`src/rtl/word_narrow_pkg.sv`:
```
// Shared types and helpers for the 32-to-16 narrowing encoder.
package narrow_pkg;

  localparam int DEF_WIDE   = 32;
  localparam int DEF_NARROW = 16;

  typedef enum logic [1:0] {
    IDLE     = 2'd0,
    SEND_ONE = 2'd1,
    SEND_HI  = 2'd2,
    SEND_LO  = 2'd3
  } state_t;

  // A word fits one beat when every bit from the narrow sign bit upward is equal.
  function automatic logic fits_sext(input logic [DEF_WIDE-1:0] word);
    logic [DEF_WIDE-DEF_NARROW:0] top_bits;
    top_bits = word[DEF_WIDE-1:DEF_NARROW-1];
    return (&top_bits) | ~(|top_bits);
  endfunction

endpackage

```
`src/rtl/word_narrow_if.sv`:
```
// Word input stream and beat output stream of the narrowing encoder.
// Handshake: a transfer happens on a rising clk edge where valid & ready are
// both 1. A source holds valid and its payload stable until that transfer;
// ready may depend combinationally on valid.
interface word_narrow_if #(
  parameter int WIDE   = 32,
  parameter int NARROW = 16
);
  logic              in_valid;
  logic              in_ready;
  logic [WIDE-1:0]   in_data;
  logic              out_valid;
  logic              out_ready;
  logic [NARROW-1:0] out_data;
  logic              out_short;
  logic              out_last;

  // The encoder itself.
  modport slave (
    input  in_valid, in_data, out_ready,
    output in_ready, out_valid, out_data, out_short, out_last
  );

  // Word producer and beat consumer around the encoder.
  modport master (
    output in_valid, in_data, out_ready,
    input  in_ready, out_valid, out_data, out_short, out_last
  );
endinterface

```
`src/rtl/word_narrow_sext_fit_check.sv`:
```
// Combinational test: does a wide word survive truncation to NARROW bits
// followed by sign extension back to WIDE bits.
module sext_fit_check
  import narrow_pkg::*;
#(
  parameter int WIDE   = DEF_WIDE,
  parameter int NARROW = DEF_NARROW
) (
  input  logic [WIDE-1:0] word,
  output logic            fits
);
  logic [WIDE-NARROW:0] top_bits;

  assign top_bits = word[WIDE-1:NARROW-1];
  assign fits     = (&top_bits) | ~(|top_bits);
endmodule

```
`src/rtl/word_narrow.sv`:
```
// Narrowing encoder: sends each 32-bit word as one sign-extendable beat or as
// a high beat followed by a low beat. WIDE must equal 2*NARROW.
module word_narrow
  import narrow_pkg::*;
#(
  parameter int WIDE   = DEF_WIDE,
  parameter int NARROW = DEF_NARROW,
  parameter int CNT_W  = 16
) (
  input  logic             clk,
  input  logic             rst_n,
  word_narrow_if.slave     bus,
  output logic [CNT_W-1:0] short_cnt,
  output logic [CNT_W-1:0] long_cnt,
  output state_t           dbg_state
);

  state_t            state;
  state_t            state_nxt;
  logic [WIDE-1:0]   word;
  logic              in_fits;
  logic              accept;
  logic              last_fire;
  logic              beat_valid;
  logic              beat_short;
  logic              beat_last;
  logic [NARROW-1:0] beat_data;

  sext_fit_check #(.WIDE(WIDE), .NARROW(NARROW)) u_fit (
    .word (bus.in_data),
    .fits (in_fits)
  );

  // Beat outputs are a pure decode of the state and the latched word, so they
  // stay stable for as long as the state is held waiting for out_ready.
  always_comb begin
    beat_valid = 1'b0;
    beat_short = 1'b0;
    beat_last  = 1'b0;
    beat_data  = '0;
    case (state)
      SEND_ONE: begin
        beat_valid = 1'b1;
        beat_short = 1'b1;
        beat_last  = 1'b1;
        beat_data  = word[NARROW-1:0];
      end
      SEND_HI: begin
        beat_valid = 1'b1;
        beat_data  = word[WIDE-1:NARROW];
      end
      SEND_LO: begin
        beat_valid = 1'b1;
        beat_last  = 1'b1;
        beat_data  = word[NARROW-1:0];
      end
      default: ;
    endcase
  end

  // Handshake and next state; finishing a word frees the input in the same
  // cycle so back-to-back words flow without a bubble.
  always_comb begin
    last_fire = beat_valid & bus.out_ready & beat_last;
    bus.in_ready = (state == IDLE) | last_fire;
    accept    = bus.in_valid & bus.in_ready;
    state_nxt = state;
    if (accept) begin
      state_nxt = in_fits ? SEND_ONE : SEND_HI;
    end else if (last_fire) begin
      state_nxt = IDLE;
    end else if ((state == SEND_HI) && bus.out_ready) begin
      state_nxt = SEND_LO;
    end
  end

  assign bus.out_valid = beat_valid;
  assign bus.out_short = beat_short;
  assign bus.out_last  = beat_last;
  assign bus.out_data  = beat_data;
  assign dbg_state     = state;

  // State register and word latch; reset drops any word in flight.
  always_ff @(posedge clk) begin
    if (!rst_n) begin
      state <= IDLE;
      word  <= '0;
    end else begin
      state <= state_nxt;
      if (accept) begin
        word <= bus.in_data;
      end
    end
  end

  // Saturating word counters, stepped when a word is accepted.
  always_ff @(posedge clk) begin
    if (!rst_n) begin
      short_cnt <= '0;
      long_cnt  <= '0;
    end else if (accept) begin
      if (in_fits) begin
        if (short_cnt != {CNT_W{1'b1}}) short_cnt <= short_cnt + 1'b1;
      end else begin
        if (long_cnt != {CNT_W{1'b1}}) long_cnt <= long_cnt + 1'b1;
      end
    end
  end

endmodule
```
`src/flat_wrapper.sv`:
```
// flat-port wrapper written by rule: the top's interface ports become plain ports
module word_narrow_flat import narrow_pkg::*;
#(
  parameter int WIDE   = DEF_WIDE,
  parameter int NARROW = DEF_NARROW,
  parameter int CNT_W  = 16
)
  (clk, rst_n, short_cnt, long_cnt, dbg_state, bus_in_valid, bus_in_data, bus_out_ready, bus_in_ready, bus_out_valid, bus_out_data, bus_out_short, bus_out_last);
  word_narrow_if #(.WIDE(WIDE), .NARROW(NARROW)) bus_i ();
  input  logic clk;
  input  logic rst_n;
  output logic [CNT_W-1:0] short_cnt;
  output logic [CNT_W-1:0] long_cnt;
  output state_t dbg_state;
  input wire logic [$bits(bus_i.in_valid)-1:0] bus_in_valid;
  input wire logic [$bits(bus_i.in_data)-1:0] bus_in_data;
  input wire logic [$bits(bus_i.out_ready)-1:0] bus_out_ready;
  output wire logic [$bits(bus_i.in_ready)-1:0] bus_in_ready;
  output wire logic [$bits(bus_i.out_valid)-1:0] bus_out_valid;
  output wire logic [$bits(bus_i.out_data)-1:0] bus_out_data;
  output wire logic [$bits(bus_i.out_short)-1:0] bus_out_short;
  output wire logic [$bits(bus_i.out_last)-1:0] bus_out_last;
  assign bus_i.in_valid = bus_in_valid;
  assign bus_i.in_data = bus_in_data;
  assign bus_i.out_ready = bus_out_ready;
  assign bus_in_ready = bus_i.in_ready;
  assign bus_out_valid = bus_i.out_valid;
  assign bus_out_data = bus_i.out_data;
  assign bus_out_short = bus_i.out_short;
  assign bus_out_last = bus_i.out_last;
  word_narrow #(.WIDE(WIDE), .NARROW(NARROW), .CNT_W(CNT_W)) u_core (.clk(clk), .rst_n(rst_n), .bus(bus_i), .short_cnt(short_cnt), .long_cnt(long_cnt), .dbg_state(dbg_state));
endmodule
```
`config.mk`:
```
export PLATFORM = sky130hd
export DESIGN_NAME = word_narrow_flat
export DESIGN_NICKNAME = d
export VERILOG_FILES = /design/src/rtl/word_narrow_pkg.sv /design/src/rtl/word_narrow_if.sv /design/src/rtl/word_narrow_sext_fit_check.sv /design/src/rtl/word_narrow.sv /design/src/flat_wrapper.sv
export SDC_FILE = /design/constraint.sdc
export NUM_CORES = 1
export LEC_CHECK = 0
export CORE_ASPECT_RATIO = 1.25
export CORE_MARGIN = 2
export CORE_UTILIZATION = 43
export DETAILED_ROUTE_END_ITERATION = 8
export PLACE_DENSITY = 0.85
export SLEW_MARGIN = 5
export SYNTH_ARGS = -nofsm -noshare
export SYNTH_HDL_FRONTEND = slang
export SYNTH_SLANG_ARGS = --single-unit
export TNS_END_PERCENT = 20
```
`constraint.sdc`:
```
create_clock -name clk -period 2.05 [get_ports clk]
set_clock_uncertainty 0.15 [all_clocks]
set_input_delay 0.205 -clock clk [delete_from_list [all_inputs] [get_ports clk]]
set_output_delay 0.205 -clock clk [all_outputs]
set_load 0.02 [all_outputs]
```
==> key figures <==
Status
  – Outcome: finished with violations
  – Violations in the final reports: negative setup slack

Power and ir drop
  – Internal: 2.116 mW
  – Clock Power Share: 0.379
  – Fraction of power consumed by sequential logic: 0.463
  – Worst-case vdd ir drop: 0.3458 mV
  – Net switching fraction of the power: 0.2817
  – Switching power total: about 830 uW
  – Part of the power in combinational logic: 0.158
  – LEAKAGE: about 1.9 nW
  – Pwr/cell area: between 500 and 600 mW/mm^2

Layout
  – Final cell count without fillers: between 600 and 700
  – Area of combinational cells with multiple inputs: roughly 0.0019 mm^2
  – Antenna cell count: 0
  – Share of final-layout standard cells stronger than drive strength 1: 0.1972
  – Count of nets after finishing: 596
  – Fill cell total of the finished layout: between 500 and 600
  – Syn-to-layout area delta: 53.74%
  – Storage cell area: between 0.001 and 0.0015 mm^2

Routing
  – Initial DRC Count: ~120
  – Routed wire length: just over 10,000 um
  – Antenna Violating Nets Remaining: 0
  – DRC viols: 0
  – Average wire per standard cell: approximately 15 um
  – Number of optimization iterations in the first detailed-route pass: 4
  – Total number of vias: 3,723
  – Mean number of vias per cell: roughly 5.7

Synth
  – Post-synth EDFFs: 0
  – Total standard cell area after synthesis: approximately 0.0032 mm^2
  – Top cell type by total area after synthesis: dfxtp_1
  – Top cells by instance count after synthesis: nand2_1, dfxtp_1, a21oi_1
  – Proportion of netlist area held by the largest area contributor: 0.4095
  – Warning count from the yosys run: 0
  – Most frequent cell after synthesis: nand2_1
  – Primary FF master, synth: dfxtp_1
  – Mean instance size in the synthesized netlist: between 7 and 8 um^2
  – #FFs+latches synth: 66
  – Top cells by area, synth: dfxtp_1, nand2_1, a21oi_1
  – Part of the Yosys area used for sequential elements: 0.4095
  – Total nets after synthesis: 462
  – Number of standard cells after synthesis: about 420
  – Post-synthesis async set-or-reset flop share: 0
  – Count of cell types in the netlist: 39

CTS
  – Clock Sinks: 66
  – H-tree depth: 3
  – Root buffer cell: clkbuf_8
  – Clock insertion delay at the later pin of the skew report: 0.35 ns
  – TritonCTS clock tree: done
  – Maximum clock insertion buffer count: 2
  – CTS Hold Bufs: 0
  – Clock-pin slew on the worst setup and hold paths: roughly 0.080 ns
  – Number of buffers created by CTS: 9

Placement
  – IO buf count: 89
  – Final weighted congestion in routability-driven placement: slightly below 0.9
  – Placed wire-length estimate: about 7000 um
  – Placed Cells incl. Taps: roughly 630

Setup path
  – CP Data Required Time: around 2.2 ns
  – Highest net fanout along the worst path: 7
  – Crit. End Element: flip-flop
  – Kind of launch point of the worst setup path: flip-flop
  – Crit path DAT: 2.22 ns
  – Critical path class: reg2reg

Global routing
  – Initial antenna violation count: 0
  – Congestion Overflow GR: 0
  – Maximum number of pins on one net before global-route repair: 33
  – Number of global-route vias before repair: roughly 3,500
  – Overall global routing resource usage: 0.2434
  – Wire length of the first global-routing pass: approximately 16,000 um

Timing
  – Rel. slew slack: 0.7517
  – Fin. max-slew vios: 0
  – Unrepaired setup endpoints after global routing: yes
  – Worst slew pin tran: 0.3712 ns
  – Setup-failing EPs final: 3
  – Worst Hold Margin: about 0.029 ns
  – Final min period: ~2.1 ns
  – Upper clock frequency limit: ~0.48 GHz
  – Final setup slack of the worst path: -0.03876 ns
  – Final cycle utilization of the critical path: 1.019
  – Fin. Hold Viols: 0

Min path
  – Class of the most critical hold timing path: in2reg

Floorplan
  – Die footprint: a little over 0.008 mm^2
  – Standard-cell row count: 35
  – Vertical die dimension: ~100 um
  – Starting utilization of the core area: 0.4412
  – I/O Pins: 90
  – Die extent in x: 81.48 um
  – Area inside the core boundary: approximately 0.0073 mm^2

Run
  – Count of max-cap constraint violations: 0
## sequential cells by signal, summed over array words and instances (netlist names)
signal,cells
u_core.dbg_state,2
u_core.long_cnt,16
u_core.short_cnt,16
u_core.word,32
## timing repair
action | in CTS | in global routing
buffers inserted | 0 | 10
gates cloned | 0 | 1
gates resized for setup | 31 | 28
endpoints found under the setup margin | 33 | 38
endpoints found under the hold margin | 0 | 0
pin swaps | 2 | 17
## worst max-delay path, cell delays in order (launching register included)
cell and delay, ns:
dfxtp_4 0.38, or2_4 0.27, a21oi_4 0.26, o41ai_4 0.15, buf_6 0.16, buf_6 0.11, or4_1 0.40, a21oi_1 0.13
## logic make-up (layout without fill, tap and decap cells)
logic type / count (synthesis) / count (layout) / synth area share
compound gates: 110 / 110 / 0.2086
fa+ha+maj: 2 / 2 / 0.007754
buf+inv: 34 / 173 / 0.04110
flops: 66 / 66 / 0.4095
mux: 4 / 4 / 0.01241
simple gates: 208 / 208 / 0.3207
## power by group through the flow
stage                     clock network (mW)  registers, mW  logic [mW]
final                                   1.12           1.36       0.466
after global routing                    1.19           1.37       0.503
after CTS                               1.14           1.36       0.427
after detailed placement                   0           1.39       0.435
after global placement                     0           1.39       0.427
after floorplan                            0           1.40       0.205
## placed cells by master, fill, tap and decap left out, types with 5 or more instances in the layout
cell type | Yosys | routed
nand2_1 | 109 | 108
dfxtp_1 | 66 | 62
clkdlybuf4s50_1 | 0 | 57
a21oi_1 | 59 | 56
buf_4 | 0 | 54
dlygate4sd2_1 | 0 | 23
o31ai_1 | 19 | 19
o21ai_0 | 17 | 17
nand3_1 | 20 | 16
or4_1 | 19 | 16
nand4_1 | 9 | 9
and3_1 | 9 | 9
clkbuf_8 | 0 | 9
dlymetal6s2s_1 | 0 | 9
nor2_1 | 7 | 7
a22o_1 | 5 | 5
inv_1 | 6 | 5
nor3_1 | 7 | 5
buf_6 | 0 | 5
## metrics by stage
step	TNS (ns)	instance area (um^2)	util	setup slack [ns]	power, mW
global route	-0.5437	4961	0.6784	-0.08779	3.066
floorplan	-0.09623	3251	-	-0.03046	1.602
global placement	-9.816	4568	0.6246	-0.4204	1.816
CTS	-0.4388	4775	0.6529	-0.06460	2.930
detailed placement	-12.57	4568	0.6246	-0.4739	1.828
finish	-0.07757	4961	0.6784	-0.03876	2.946
## per-layer routing
layer	share of wire	track usage	wire, um	vias up
li1	-	-	-	1810
met1	0.40	0.2844	4077	1778
met2	0.53	0.4351	5377	124
met3	0.055	0.04211	558	11
met4	0.013	0.09257	134	0
met5	0	0	0	-
## cell type report
| type | count | share of cell area |
|---|---|---|
| clock buffers | 9 | 0.02497 |
| flip-flops and latches | 66 | 0.2678 |
| clock inverters | 7 | 0.01564 |
| well taps | 92 | 0.02320 |
| multi-input cells | 324 | 0.3836 |
| repair buffers | 150 | 0.2794 |
| inverters | 7 | 0.005296 |
## final timing paths
kind	start	to	slack [ns]	cells after the start
max	u_core.dbg_state[0]	u_core.short_cnt[6]	-0.04	7
min reg2reg	u_core.word[30]	u_core.word[30]	0.31	2
max reg2reg	u_core.dbg_state[0]	u_core.short_cnt[6]	-0.04	7
min	bus_in_data[31]	u_core.word[31]	0.03	3
No activity file was read; power rests on OpenSTA's default activity.
